$ cat src/rtl/video_timing_gen.sv
// Raster timing generator: pixel/line counters with sync, blank/de and line/frame strobes.
// Define VIDEO_TIMING_GEN_FRAME_CNT_EN to add a 16-bit frame_cnt output.
module video_timing_gen #(
    parameter int   H_VISIBLE = 640,
    parameter int   H_FRONT   = 16,
    parameter int   H_SYNC    = 96,
    parameter int   H_BACK    = 48,
    parameter int   V_VISIBLE = 480,
    parameter int   V_FRONT   = 10,
    parameter int   V_SYNC    = 2,
    parameter int   V_BACK    = 33,
    parameter logic HS_POL    = 1'b0,
    parameter logic VS_POL    = 1'b0,
    parameter int   CNT_W     = 11
) (
    input  logic             clk,
    input  logic             rst,
    input  logic             en,
    output logic [CNT_W-1:0] h_cnt,
    output logic [CNT_W-1:0] v_cnt,
    output logic             h_sync,
    output logic             v_sync,
    output logic             blank,
    output logic             de,
    output logic             line_start,
    output logic             frame_start
`ifdef VIDEO_TIMING_GEN_FRAME_CNT_EN
    ,
    output logic [15:0]      frame_cnt
`endif
);

    localparam int H_TOTAL = H_VISIBLE + H_FRONT + H_SYNC + H_BACK;
    localparam int V_TOTAL = V_VISIBLE + V_FRONT + V_SYNC + V_BACK;

    localparam logic [CNT_W-1:0] H_LAST = CNT_W'(H_TOTAL - 1);
    localparam logic [CNT_W-1:0] V_LAST = CNT_W'(V_TOTAL - 1);
    localparam logic [CNT_W-1:0] H_VIS  = CNT_W'(H_VISIBLE);
    localparam logic [CNT_W-1:0] V_VIS  = CNT_W'(V_VISIBLE);
    localparam logic [CNT_W-1:0] H_SS   = CNT_W'(H_VISIBLE + H_FRONT);
    localparam logic [CNT_W-1:0] H_SE   = CNT_W'(H_VISIBLE + H_FRONT + H_SYNC);
    localparam logic [CNT_W-1:0] V_SS   = CNT_W'(V_VISIBLE + V_FRONT);
    localparam logic [CNT_W-1:0] V_SE   = CNT_W'(V_VISIBLE + V_FRONT + V_SYNC);

    logic [CNT_W-1:0] h_cnt_q, h_cnt_d;
    logic [CNT_W-1:0] v_cnt_q, v_cnt_d;
    logic             h_sync_q, h_sync_d;
    logic             v_sync_q, v_sync_d;
    logic             blank_q, blank_d;
    logic             h_zero_q, h_zero_d;
    logic             f_zero_q, f_zero_d;
    logic             frame_wrap;

    // Decodes are taken from the next counter values so every registered
    // output lines up with the counters it describes.
    always_comb begin
        h_cnt_d    = h_cnt_q;
        v_cnt_d    = v_cnt_q;
        frame_wrap = 1'b0;
        if (en) begin
            if (h_cnt_q == H_LAST) begin
                h_cnt_d = '0;
                if (v_cnt_q == V_LAST) begin
                    v_cnt_d    = '0;
                    frame_wrap = 1'b1;
                end else begin
                    v_cnt_d = v_cnt_q + CNT_W'(1);
                end
            end else begin
                h_cnt_d = h_cnt_q + CNT_W'(1);
            end
        end
        h_sync_d = ((h_cnt_d >= H_SS) && (h_cnt_d < H_SE)) ? HS_POL : ~HS_POL;
        v_sync_d = ((v_cnt_d >= V_SS) && (v_cnt_d < V_SE)) ? VS_POL : ~VS_POL;
        blank_d  = (h_cnt_d >= H_VIS) || (v_cnt_d >= V_VIS);
        h_zero_d = (h_cnt_d == '0);
        f_zero_d = (h_cnt_d == '0) && (v_cnt_d == '0);
    end

    always_ff @(posedge clk) begin
        if (rst) begin
            h_cnt_q  <= '0;
            v_cnt_q  <= '0;
            h_sync_q <= ~HS_POL;
            v_sync_q <= ~VS_POL;
            blank_q  <= 1'b0;
            h_zero_q <= 1'b1;
            f_zero_q <= 1'b1;
        end else begin
            h_cnt_q  <= h_cnt_d;
            v_cnt_q  <= v_cnt_d;
            h_sync_q <= h_sync_d;
            v_sync_q <= v_sync_d;
            blank_q  <= blank_d;
            h_zero_q <= h_zero_d;
            f_zero_q <= f_zero_d;
        end
    end

`ifdef VIDEO_TIMING_GEN_FRAME_CNT_EN
    logic [15:0] frame_cnt_q, frame_cnt_d;

    always_comb begin
        frame_cnt_d = frame_cnt_q;
        if (frame_wrap) begin
            frame_cnt_d = frame_cnt_q + 16'd1;
        end
    end

    always_ff @(posedge clk) begin
        if (rst) begin
            frame_cnt_q <= '0;
        end else begin
            frame_cnt_q <= frame_cnt_d;
        end
    end

    assign frame_cnt = frame_cnt_q;
`else
    logic unused_wrap;
    assign unused_wrap = frame_wrap;
`endif

    assign h_cnt  = h_cnt_q;
    assign v_cnt  = v_cnt_q;
    assign h_sync = h_sync_q;
    assign v_sync = v_sync_q;
    assign blank  = blank_q;
    assign de     = ~blank_q;

    // Strobes mark the pixel actually consumed, so they are gated by the live enable.
    assign line_start  = h_zero_q & en;
    assign frame_start = f_zero_q & en;

endmodule

$ cat config.mk
export PLATFORM = sky130hd
export DESIGN_NAME = video_timing_gen
export DESIGN_NICKNAME = d
export VERILOG_FILES = /design/src/rtl/video_timing_gen.sv
export SDC_FILE = /design/constraint.sdc
export NUM_CORES = 1
export LEC_CHECK = 0
export BUFFER_PORTS_ARGS = -buffer_cell sky130_fd_sc_hd__clkbuf_2
export CORE_UTILIZATION = 25
export DETAILED_ROUTE_END_ITERATION = 8
export SKIP_CTS_REPAIR_TIMING = 1
export SLEW_MARGIN = 10
export SYNTH_ARGS = -nofsm -noshare
export SYNTH_HDL_FRONTEND = slang
export SYNTH_SLANG_ARGS = --single-unit
export TNS_END_PERCENT = 30
$ cat constraint.sdc
create_clock -name clk -period 3 [get_ports clk]
set_input_delay 0.15 -clock clk [delete_from_list [all_inputs] [get_ports clk]]
set_output_delay 0.15 -clock clk [all_outputs]
set_load 0.01 [all_outputs]
==> out/results.ini <==
[route]
drt_pass1_iterations = 4
post_drt_wl_per_cell_um = 12.81
vias = 1415
final_antenna_net_count = 0
drt-total-wl_um = 3716
avgViaCountPerCell = 4.879
drcViolationCount = 0
drtIter0Drc = 123

[global_route]
grt_overflow = 0
grt_first_pass_wirelength_um = 6092
grt.met2_usage = 0.1808
gr-usage-met3 = 0.02472
grt_max_degree = 23
grt_usage = 0.1176
busiest_layer = met2
grt_pass1_vias = 1262
antenna_found_initial = 0
grt_use_met1 = 0.1617

[worst_setup_path]
crit_type = reg -> reg
crit_fanout = 10
path_delay_family = simple AND/OR/NAND/NOR gates
cp-start-kind = flop
rr_endpoint = v_sync
arrival_ps = 2640
required_ps = 3140
crit_path_cell_trace = ha_1, and2_1, and4_1, nand4_2, xor2_1, or4_4, nand4b_1
crit_buf_inv = 0
crit_path_top_delay_cell = or4_4
reg2reg_from = h_cnt[0]
worstSetupEndpointType = flop
r2r_slack_ps = 500
max_stage_delay_ps = 530
rr_worst_depth = 7

[place]
gp_congestion = 0.8277
placed_cells = 286
portBuffers = 30
placedInstanceArea_sq_mm = 0.001759
dp_hpwl_um = 2795

[synth]
synth-edff-count = 0
seq_area_frac_synth = 0.3434
yosys_warnings = 0
synth.avg_cell_area_sq_um = 8.155
syn-cell-area_sq_mm = 0.001574
netlist_instances = 193
yosysTopAreaCell = dfxtp_1
synth_area_leaders = dfxtp_1 (34%), xor2_1 (7.2%), nor2_1 (5.0%), xnor2_1 (4.5%), nand2_1 (4.3%)
ys_seq_elements = 27
synthFlopType = dfxtp_1
synth_top_area_share = 0.3434
ys_types = 47
synth_commonest_cells = dfxtp_1 (27), nor2_1 (21), nand2_1 (18)
synthArstFlopShare = 0
synth_most_common_cell = dfxtp_1
syn_nets = 199

[outcome]
status = completed

[sta]
slew_violations = 0
fin_crit_sh = 0.8317
clock_skew_ps = 5.443
slew_headroom = 0.6855
setup_tns_ps = 0
finalHoldViolCount = 0
fmax_mhz = 400.8
setup_viol = 0
tightest_slew_ps = 471.7
worst_hold_slack_ps = 255.0
timing.final.crit_period_ps = 2495
rsz0062_at_grt = no

[cells_and_area]
finalNetCount = 222
drive_above_1_share = 0.1860
finalNonFillerCells = 290
final_area_sq_mm = 0.001804
diodes = 0
area_delta_synth_final_pct = 14.63

[cts]
clock_latency_ps = 270
cts_buffer_depth = 2
cts-buffers-inserted = 3
cts_tree = built
htree_levels = 1
root_buffer = clkbuf_8
clk_pin_slew_worst_paths_ps = 100
cts_sinks = 27

[hold_path]
holdPathEnd = h_cnt[1]
hp-start = en
hold-path-cell-count = 3
hold_path_class = in -> reg

[power_and_ir_drop]
power_density_mw_per_mm2 = 336.7
ir_drop_mv = 0.1634
leakagePower_nw = 0.7139
p_total_mw = 0.6075

[die]
start_util = 0.2627
die_h_um = 81.35
dieArea_sq_mm = 0.006617
ios = 31
fp.dieW_um = 81.35
core_sq_mm = 0.005991
rows = 28

[run]
drv_cap = 0

-- power breakdown --
part / switching, mW / internal (mW) / total [mW]
registers: 0.00333 / 0.363 / 0.366
logic: 0.0184 / 0.0137 / 0.0321
clock network: 0.114 / 0.0952 / 0.209
-- through the flow --
step | util | worst slack, ps
floorplan | - | 743.6
global placement | 0.2937 | 602.7
detailed placement | 0.2937 | 509.6
CTS | 0.3012 | 494.2
global route | 0.3012 | 318.0
finish | 0.3012 | 504.8
-- worst min-delay path, stage by stage --
cell and delay [ps]:
clkbuf_2 150, o211ai_1 120, a21oi_1 60
-- final cells by class --
class / count / area (sq um)
inverters: 4 / 15.01
fillers: 654 / 4187
clock buffers: 4 / 45.04
well taps: 75 / 93.84
multi-input cells: 149 / 952.2
flip-flops and latches: 27 / 540.5
repair buffers: 31 / 157.7
-- how the worst max path moves through the flow --
stage | endpoint | cells after the start | from
after floorplan | v_sync | 8 | h_cnt[0]
after global placement | v_sync | 7 | h_cnt[0]
after detailed placement | v_sync | 7 | h_cnt[0]
after CTS | v_sync | 7 | h_cnt[0]
after global routing | v_sync | 7 | h_cnt[0]
final | v_sync | 7 | h_cnt[0]
-- registers in the layout, summed over array words and instances, names as in the netlist --
| register | flops |
|---|---|
| blank | 1 |
| h_sync | 1 |
| v_cnt | 11 |
| h_cnt | 11 |
| h_zero_q | 1 |
| f_zero_q | 1 |
| v_sync | 1 |
-- placed cells by master, fill, tap and decap left out, types with 2 or more instances in the layout --
master	count
a21oi_1	7
and2_1	4
and3_1	4
and3b_1	2
and4_1	4
clkbuf_2	30
clkbuf_8	3
dfxtp_1	27
ha_1	3
inv_1	4
nand2_1	18
nand2b_1	3
nand3_1	10
nand4_1	9
nand4_2	2
nor2_1	21
nor2b_1	2
nor3_1	5
nor4_1	2
o211ai_1	3
o21ai_0	6
or3_1	2
xnor2_1	8
xor2_1	13
-- kinds of logic after synthesis --
| group | count (synthesis) | share of synthesized area |
|---|---|---|
| buffers and inverters | 17 | 0.05166 |
| DFF | 27 | 0.3434 |
| AOI/OAI and AO/OA | 27 | 0.1153 |
| muxes | 1 | 0.007154 |
| and+or+nand+nor | 97 | 0.3418 |
| xor gates and xnor gates | 21 | 0.1169 |
| adders and majority gates | 3 | 0.02385 |
-- metal layers --
metal,vias up,part of all wire
met5,-,0
met3,5,0.042
li1,725,-
met2,24,0.44
met1,661,0.50
met4,0,0.014
(Power assumes the default switching activity.)
